### src/rtl/selecionar_ativo_pkg.sv
// Shared types and defaults for the active-node selection stage.
// Defaults match the minimum-criterion search stage.
package selecionar_ativo_pkg;

  localparam int NUM_NA_DEF         = 8;
  localparam int ADDR_WIDTH_DEF     = 8;
  localparam int CRITERIO_WIDTH_DEF = 5;

  typedef enum logic [1:0] {
    IDLE,
    SCAN,
    VALID
  } estado_t;

  // all-ones criterion means "no candidate"
  function automatic logic [CRITERIO_WIDTH_DEF-1:0] criterio_invalido();
    return '1;
  endfunction

endpackage

### src/rtl/selecionar_ativo.sv
// Scans active slots for the lowest index matching the global minimum
// criterion and hands it to the expansion stage.
module selecionar_ativo
  import selecionar_ativo_pkg::*;
#(
  parameter int NUM_NA         = NUM_NA_DEF,
  parameter int ADDR_WIDTH     = ADDR_WIDTH_DEF,
  parameter int CRITERIO_WIDTH = CRITERIO_WIDTH_DEF
) (
  input  logic                             clk,
  input  logic                             rst_n,
  input  logic                             ca_pronto_in,
  input  logic [CRITERIO_WIDTH-1:0]        ca_criterio_geral_in,
  input  logic                             aa_atualizar_in,
  input  logic [NUM_NA-1:0]                na_ativo_in,
  input  logic [NUM_NA*CRITERIO_WIDTH-1:0] na_criterio_in,
  input  logic [NUM_NA*ADDR_WIDTH-1:0]     na_endereco_in,
  input  logic                             sa_aceito_in,
  output logic                             sa_valido_o,
  output logic [$clog2(NUM_NA)-1:0]        sa_indice_out,
  output logic [ADDR_WIDTH-1:0]            sa_endereco_out,
  output logic                             sa_remover_o,
  output logic                             sa_vazio_o,
  output logic                             sa_ocupado_o
);

  localparam int IW = $clog2(NUM_NA);
  localparam logic [IW-1:0] ULTIMO = IW'(NUM_NA - 1);

  estado_t                   estado;
  logic [IW-1:0]             idx;
  logic [CRITERIO_WIDTH-1:0] crit_lat;
  logic [CRITERIO_WIDTH-1:0] crit_sel;
  logic [ADDR_WIDTH-1:0]     addr_sel;
  logic                      match;

  // idx never passes ULTIMO, so the part-selects stay in range
  assign crit_sel = na_criterio_in[CRITERIO_WIDTH*idx +: CRITERIO_WIDTH];
  assign addr_sel = na_endereco_in[ADDR_WIDTH*idx +: ADDR_WIDTH];
  assign match    = na_ativo_in[idx] && (crit_sel == crit_lat);

  always_ff @(posedge clk or negedge rst_n) begin
    if (!rst_n) begin
      estado          <= IDLE;
      idx             <= '0;
      crit_lat        <= '1;
      sa_valido_o     <= 1'b0;
      sa_indice_out   <= '0;
      sa_endereco_out <= '0;
      sa_remover_o    <= 1'b0;
      sa_vazio_o      <= 1'b0;
      sa_ocupado_o    <= 1'b0;
    end else begin
      sa_remover_o <= 1'b0;
      sa_vazio_o   <= 1'b0;
      unique case (estado)
        IDLE: begin
          if (ca_pronto_in) begin
            crit_lat     <= ca_criterio_geral_in;
            idx          <= '0;
            estado       <= SCAN;
            sa_ocupado_o <= 1'b1;
          end
        end
        SCAN: begin
          if (aa_atualizar_in) begin
            estado       <= IDLE;
            sa_ocupado_o <= 1'b0;
          end else if (ca_pronto_in) begin
            crit_lat <= ca_criterio_geral_in;
            idx      <= '0;
          end else if (match) begin
            sa_indice_out   <= idx;
            sa_endereco_out <= addr_sel;
            sa_valido_o     <= 1'b1;
            estado          <= VALID;
          end else if (idx == ULTIMO) begin
            sa_vazio_o   <= 1'b1;
            estado       <= IDLE;
            sa_ocupado_o <= 1'b0;
          end else begin
            idx <= idx + 1'b1;
          end
        end
        VALID: begin
          // accept wins over a concurrent rewrite of the active set
          if (sa_aceito_in) begin
            sa_valido_o  <= 1'b0;
            sa_remover_o <= 1'b1;
            estado       <= IDLE;
            sa_ocupado_o <= 1'b0;
          end else if (aa_atualizar_in) begin
            sa_valido_o  <= 1'b0;
            estado       <= IDLE;
            sa_ocupado_o <= 1'b0;
          end
        end
        default: begin
          estado       <= IDLE;
          sa_valido_o  <= 1'b0;
          sa_ocupado_o <= 1'b0;
        end
      endcase
    end
  end

endmodule
### config.mk
export PLATFORM = sky130hd
export DESIGN_NAME = selecionar_ativo
export DESIGN_NICKNAME = d
export VERILOG_FILES = /design/src/rtl/selecionar_ativo_pkg.sv /design/src/rtl/selecionar_ativo.sv
export SDC_FILE = /design/constraint.sdc
export NUM_CORES = 1
export LEC_CHECK = 0
export CELL_PAD_IN_SITES_DETAIL_PLACEMENT = 2
export CELL_PAD_IN_SITES_GLOBAL_PLACEMENT = 2
export CORE_MARGIN = 4
export CORE_UTILIZATION = 23
export DETAILED_ROUTE_END_ITERATION = 8
export PLACE_DENSITY = 0.94
export SLEW_MARGIN = 20
export SYNTH_ARGS = -nofsm -noshare
export SYNTH_HDL_FRONTEND = slang
export SYNTH_SLANG_ARGS = --single-unit
### constraint.sdc
create_clock -name clk -period 6.2 [get_ports clk]
set_input_delay 1.24 -clock clk [delete_from_list [all_inputs] [get_ports clk]]
set_output_delay 1.24 -clock clk [all_outputs]
set_load 0.05 [all_outputs]
==> flow_metrics.env, run 1 <==
export IMPL_layout_commonest_cell="clkdlybuf4s50_1"
export IMPL_antenna_found_initial=0
export IMPL_power_frac_seq_pct=29.2
export IMPL_drtAntennaViolNets=0
export IMPL_slew_limit_headroom_pct=46.8
export IMPL_die_h_um=103
export IMPL_final_cell_area_mm2=0.00354
export IMPL_dpl_cell_area_mm2=0.00349
export IMPL_powerDensity_mw_per_mm2=246
export IMPL_synth_nets=272
export IMPL_crit_slowest_cell="and3_1"
export IMPL_syn_mean_instance_area_um2=14.0
export IMPL_slew_violations=0
export IMPL_syn_to_final_growth_pct=70.9
export IMPL_synth_xor_area_share_pct=2.84
export IMPL_skew_ns=0.0119
export IMPL_crit_path_cell_trace="clkdlybuf4s50_1 > mux2i_1 > mux4_2 > xnor2_2 > nor4_2 > and3_1 > mux2_2"
export IMPL_synth_compound_area_share_pct=3.81
export IMPL_drive_gt1_share_pct=23.4
export IMPL_holdPathStages=1
export IMPL_peakVddDrop_uv=85.4
export IMPL_worstPathMaxFanout=13
export IMPL_comb_power_share_pct=59.4
export IMPL_cts_num_sinks=25
export IMPL_crit_required_ns=6.35
export IMPL_busiest_layer="met2"
export IMPL_dr_pass1_iters=4
export IMPL_cpPeakStageDelay_ns=0.75
export IMPL_grt_ovfl_total=0
export IMPL_fmax_ghz=0.258
export IMPL_synthTopCellsByArea="dfrtp_1 (24%), mux4_2 (23%), mux2i_1 (11%)"
export IMPL_tightest_slew_ns=0.797
export IMPL_synth_seq_cells=25
export IMPL_status="finished clean"
export IMPL_diodes=0
export IMPL_grt_pass1_vias=2278
export IMPL_p_sw_share_pct=38.0
export IMPL_h_tree_depth=1
export IMPL_met1_usage_pct=15.1
export IMPL_timing_hold_worst_class="flop to flop"
export IMPL_use_met3_pct=4.60
export IMPL_cts_hold_buf=0
export IMPL_ys_seq_area_share_pct=30.5
export IMPL_start_kind="input pin"
export IMPL_grt_use_total_pct=14.8
export IMPL_r2r_start="idx[0]"
export IMPL_grt_max_degree=34
export IMPL_root_buffer="clkbuf_8"
export IMPL_vias_per_cell=4.74
export IMPL_fin_cells=386
export IMPL_die_w_um=103
export IMPL_grt_pass1_wl_um=11700
export IMPL_gp_congestion=0.806
export IMPL_path_class="input pin to flop"
export IMPL_drv_cap=0
export IMPL_initial_core_util_pct=23.7
export IMPL_fin_crit_sh_pct=62.5
export IMPL_dieArea_mm2=0.0106
export IMPL_netlist_area_leader_share_pct=24.2
export IMPL_fill_cells=862
export IMPL_port_buffer_count=136
export IMPL_post_cts_resized=0
export IMPL_synth_simple_area_share_pct=6.05
export IMPL_clk_path_buf_depth=2
export IMPL_dp_cells=382
export IMPL_muxShareOfSynthArea_pct=50.5
export IMPL_worstHoldEndpoint="sa_valido_o"
export IMPL_clock_latency_ns=0.27
export IMPL_yosysUniqueCellTypes=35
export IMPL_drtIter0Drc=47
export IMPL_std_cell_rows=34
export IMPL_rr_endpoint="sa_indice_out[1]"
export IMPL_p_switching_uw=330
export IMPL_routed_wirelength_um=7710
export IMPL_hold_viol_final=0
export IMPL_setup_viol_count_final=0
export IMPL_synth_top_family_by_area="multiplexers"
export IMPL_finalCriticalPeriod_ns=3.87
export IMPL_synth_area_leader_cell="dfrtp_1"
export IMPL_internal_power_uw=539
export IMPL_fin_nets=403
export IMPL_cts_tree="built"
export IMPL_rsz0062_at_grt="false"
export IMPL_p_clk_share_pct=11.4
export IMPL_final_cell_mix="clkdlybuf4s50_1 (136), mux2i_1 (22), mux4_2 (21), dfrtp_1 (18), mux2_2 (16)"
export IMPL_post_dp_hpwl_um=6600
export IMPL_use_met2_pct=28.8
export IMPL_synthCells=148
export IMPL_fin_util_pct=40.6
export IMPL_post_cts_buffers=0
export IMPL_syn_area_mm2=0.00207
export IMPL_setup_tns_final_ns=0
export IMPL_synthAdderAreaFrac_pct=1.21
export IMPL_finalPower_uw=869
export IMPL_cts_buffers=3
export IMPL_clk_pin_slew_ns=0.08
export IMPL_leakagePower_nw=1.33
export IMPL_wl_per_cell_um=20.0
export IMPL_core_area_mm2=0.00872
export IMPL_drcViolationCount=0
export IMPL_yosysWarnings=0
export IMPL_cp_arrival_ns=4.03
export IMPL_endpoint_kind="flop"
export IMPL_io_pins=137
export IMPL_num_vias=1830
export IMPL_hold_start="sa_valido_o"
export IMPL_ff2ff_setup_slack_ns=2.64
export IMPL_r2r_cells=7
cells by family after synthesis:
family          count (synthesis)
compound gates                 11
xor+xnor                        5
buf+inv                        14
flops                          25
fa+ha+maj                       2
mux                            69
simple gates                   22
worst max-delay path by stage:
stage	startpoint	end	slack, ns	depth (start not counted)
2_1_floorplan	na_criterio_in[39]	sa_endereco_out[0]	3.06	8
3_3_place_gp	na_criterio_in[39]	sa_indice_out[1]	2.06	7
3_5_place_dp	na_criterio_in[34]	sa_endereco_out[6]	1.99	7
4_1_cts	na_criterio_in[34]	sa_indice_out[1]	2.28	7
5_1_grt	na_criterio_in[9]	sa_indice_out[1]	2.18	7
6_report	na_criterio_in[34]	sa_indice_out[1]	2.33	7
flip-flops by register name, summed over array words and instances (netlist names):
name,cells
sa_indice_out,3
crit_lat,5
sa_endereco_out,8
sa_remover_o,1
idx,3
estado,2
sa_valido_o,1
sa_vazio_o,1
sa_ocupado_o,1
critical path, delay by kind of cell:
family | cells | cell delay [ns]
xor+xnor | 1 | 0.16
buf+inv | 1 | 0.46
mux | 3 | 0.99
simple gates | 2 | 1.17
layout make-up:
type                    count  area (um^2)  area share [%]
repair buffers            139         1380            39.1
flip-flops and latches     25          634            17.9
clock buffers               3         41.3            1.17
multi-input cells         109         1330            37.7
well taps                 108          135            3.82
inverters                   1         3.75           0.106
clock inverters             1         5.00           0.141
metrics by stage:
| stage | hold slack, ns | setup slack, ns |
|---|---|---|
| 2_1_floorplan | 0.611 | 3.06 |
| 3_3_place_gp | 0.471 | 2.06 |
| 3_5_place_dp | 0.481 | 1.99 |
| 4_1_cts | 0.501 | 2.28 |
| 5_1_grt | 0.529 | 2.18 |
| 6_report | 0.493 | 2.33 |
power by group through the flow:
stage / Sequential [mW] / Clock [mW] / Combinational [mW]
2_1_floorplan: 0.311 / 0 / 0.287
3_3_place_gp: 0.256 / 0 / 0.506
3_5_place_dp: 0.260 / 0 / 0.525
4_1_cts: 0.258 / 0.102 / 0.528
5_1_grt: 0.263 / 0.113 / 0.551
6_report: 0.254 / 0.0989 / 0.516
layer usage:
layer / wire length [um] / share of wire, % / vias to the layer above
met4: 72 / 0.93 / 0
met5: 0 / 0 / -
met3: 792 / 10 / 4
met1: 2700 / 35 / 889
li1: - / - / 841
met2: 4150 / 54 / 96
cell usage after synthesis (all sizes together):
cell type   n
mux2       24
mux4       23
mux2i      22
dfrtp      20
buf        10
nand2       6
dfstp       5
nor2        5
xnor2       5
a22o        3
clkbuf      3
o21ai       3
and3        2
ha          2
a21o        1
a21oi       1
a31o        1
and3b       1
inv         1
nand2b      1
nand4       1
nor2b       1
nor3        1
nor3b       1
nor4        1
o311ai      1
o31ai       1
or3b        1
or4b        1
No activity file was read; power rests on OpenSTA's default activity.
==> inputs of run 2 (changes only) <==
--- a/config.mk
+++ b/config.mk
@@ -8,9 +8,9 @@
 export CELL_PAD_IN_SITES_DETAIL_PLACEMENT = 2
 export CELL_PAD_IN_SITES_GLOBAL_PLACEMENT = 2
 export CORE_MARGIN = 4
-export CORE_UTILIZATION = 23
+export CORE_UTILIZATION = 21
 export DETAILED_ROUTE_END_ITERATION = 8
-export PLACE_DENSITY = 0.94
+export PLACE_DENSITY = 0.88
 export SLEW_MARGIN = 20
 export SYNTH_ARGS = -nofsm -noshare
 export SYNTH_HDL_FRONTEND = slang
==> constraint.sdc (replaced) <==
create_clock -name clk -period 3.6 [get_ports clk]
set_input_delay 0.72 -clock clk [delete_from_list [all_inputs] [get_ports clk]]
set_output_delay 0.72 -clock clk [all_outputs]
set_load 0.05 [all_outputs]
==> run 2 against run 1 <==
Against the previous run: via count is 2.3% higher; sequential share of layout area down 0.30 points; flip-flop and latch count is the same; hold slack got worse by 0.0074 ns; utilization shrank 2.4 points; global-route usage is 1.8 points lower; first-iteration DRC count down 49%; critical path depth is 1 higher; clock power grew 71%; final area rose by 1.5%; clock-buffer cell count grew 1; non-clock buffer count is 4 higher.
==> flow_metrics.env, run 2 (synthesis results as in run 1) <==
export IMPL_status="finished clean"
export IMPL_gp_congestion=0.676
export IMPL_clk_pin_slew_ns=0.09
export IMPL_cts_hold_buf=0
export IMPL_cp_top_family="multiplexers"
export IMPL_die_w_um=107
export IMPL_num_vias=1872
export IMPL_drtAntennaViolNets=0
export IMPL_crit_path_cell_trace="clkdlybuf4s50_1 > mux2i_1 > mux4_2 > xnor2_2 > nor4_2 > and3_1 > buf_4 > mux2_2"
export IMPL_holdPathStages=1
export IMPL_dieArea_mm2=0.0115
export IMPL_clk_path_buf_depth=2
export IMPL_crit_required_ns=3.76
export IMPL_grt_pass1_wl_um=11500
export IMPL_p_clk_share_pct=11.3
export IMPL_crit_cells=8
export IMPL_r2r_cells=7
export IMPL_peakVddDrop_uv=158
export IMPL_rsz0062_at_grt="false"
export IMPL_fin_crit_sh_pct=81.0
export IMPL_r2r_start="idx[0]"
export IMPL_largest_reg_flops=8
export IMPL_core_area_mm2=0.00942
export IMPL_grt_ovfl_total=0
export IMPL_std_cell_rows=35
export IMPL_crit_slowest_cell="mux4_2"
export IMPL_io_pins=137
export IMPL_tightest_slew_ns=0.620
export IMPL_cp_arrival_ns=3.07
export IMPL_cpPeakStageDelay_ns=0.52
export IMPL_setup_viol_count_final=0
export IMPL_root_buffer="clkbuf_8"
export IMPL_p_sw_share_pct=37.2
export IMPL_post_cts_buffers=0
export IMPL_routed_wirelength_um=7240
export IMPL_top_register="sa_endereco_out"
export IMPL_finalCriticalPeriod_ns=2.92
export IMPL_comb_power_share_pct=59.4
export IMPL_die_h_um=107
export IMPL_port_buffer_count=136
export IMPL_power_frac_seq_pct=29.3
export IMPL_cts_tree="built"
export IMPL_grt_use_total_pct=13.0
export IMPL_worstHoldEndpoint="sa_valido_o"
export IMPL_powerDensity_mw_per_mm2=417
export IMPL_setup_tns_final_ns=0
export IMPL_syn_to_final_growth_pct=73.5
export IMPL_layout_commonest_cell="clkdlybuf4s50_1"
export IMPL_cts_buffers=3
export IMPL_clock_latency_ns=0.26
export IMPL_timing_hold_worst_class="flop to flop"
export IMPL_fin_nets=407
export IMPL_finalPower_mw=1.50
export IMPL_skew_ns=0.00189
export IMPL_path_class="input pin to flop"
export IMPL_wl_per_cell_um=17.6
export IMPL_drtIter0Drc=24
export IMPL_grt_pass1_vias=2302
export IMPL_slew_violations=0
export IMPL_fmax_ghz=0.343
export IMPL_hold_viol_final=0
export IMPL_internal_power_uw=940
export IMPL_endpoint_kind="flop"
export IMPL_top_regs="sa_endereco_out x8, crit_lat x5"
export IMPL_start_kind="input pin"
export IMPL_drcViolationCount=0
export IMPL_vias_per_cell=4.55
export IMPL_leakagePower_nw=1.35
export IMPL_rr_endpoint="sa_indice_out[1]"
export IMPL_cts_num_sinks=25
export IMPL_grt_max_degree=22
export IMPL_worstPathMaxFanout=13
export IMPL_post_cts_resized=0
export IMPL_h_tree_depth=1
export IMPL_post_dp_hpwl_um=6130
export IMPL_cp_num_buf_inv=2
export IMPL_drv_cap=0
export IMPL_final_cell_mix="clkdlybuf4s50_1 (136), mux2i_1 (22), mux4_2 (21), dfrtp_1 (19), mux2_2 (16)"
export IMPL_dr_pass1_iters=3
export IMPL_p_switching_uw=556
export IMPL_antenna_found_initial=0
export IMPL_slew_limit_headroom_pct=58.6
export IMPL_hold_start="sa_valido_o"
export IMPL_initial_core_util_pct=22.0
export IMPL_diodes=0
export IMPL_drive_gt1_share_pct=23.8
export IMPL_ff2ff_setup_slack_ns=0.80
## run 2: changes by cell type in the layout (fill, tap and decap cells not counted)
cell | before | now
dfrtp_2 | 2 | 1
buf_4 | 3 | 7
clkinv_2 | 1 | 0
dfrtp_1 | 18 | 19
clkbuf_1 | 0 | 1
## run 2: worst max path at each step
stage,startpoint,end
global route,na_criterio_in[19],sa_indice_out[1]
floorplan,na_criterio_in[39],sa_endereco_out[0]
global placement,na_criterio_in[39],sa_endereco_out[6]
CTS,na_criterio_in[19],sa_indice_out[1]
detailed placement,na_criterio_in[19],sa_indice_out[1]
finish,na_criterio_in[19],sa_indice_out[1]
## run 2: final cells by class
cell class / count / area [um^2]
multi-input cells: 109 / 1330
inverters: 1 / 3.75
repair buffers: 143 / 1410
well taps: 129 / 161
clock buffers: 4 / 45.0
fillers: 978 / 5820
flip-flops and latches: 25 / 633
## run 2: through the flow
stage	setup WS [ns]	instances	hold WS [ns]	utilization, %	cell area [um^2]
final	0.683	411	0.486	38.1	3590
after floorplan	0.983	148	0.424	-	2070
after global placement	0.422	407	0.465	37.7	3550
after detailed placement	0.369	407	0.469	37.7	3550
after global routing	0.565	411	0.512	38.1	3590
after CTS	0.651	411	0.494	38.1	3590
## run 2: power groups by stage
stage / logic, mW / clock network, mW / registers [mW]
final: 0.889 / 0.169 / 0.438
after detailed placement: 0.907 / 0 / 0.445
after global routing: 0.958 / 0.194 / 0.452
after floorplan: 0.494 / 0 / 0.536
after global placement: 0.885 / 0 / 0.443
after CTS: 0.911 / 0.178 / 0.442
## run 2: metal layers
metal,global-route usage [%],vias up,wire [um]
li1,-,847,-
met1,13.3,930,2600
met4,2.74,0,37
met5,0,-,0
met2,25.1,93,3910
met3,4.38,2,687
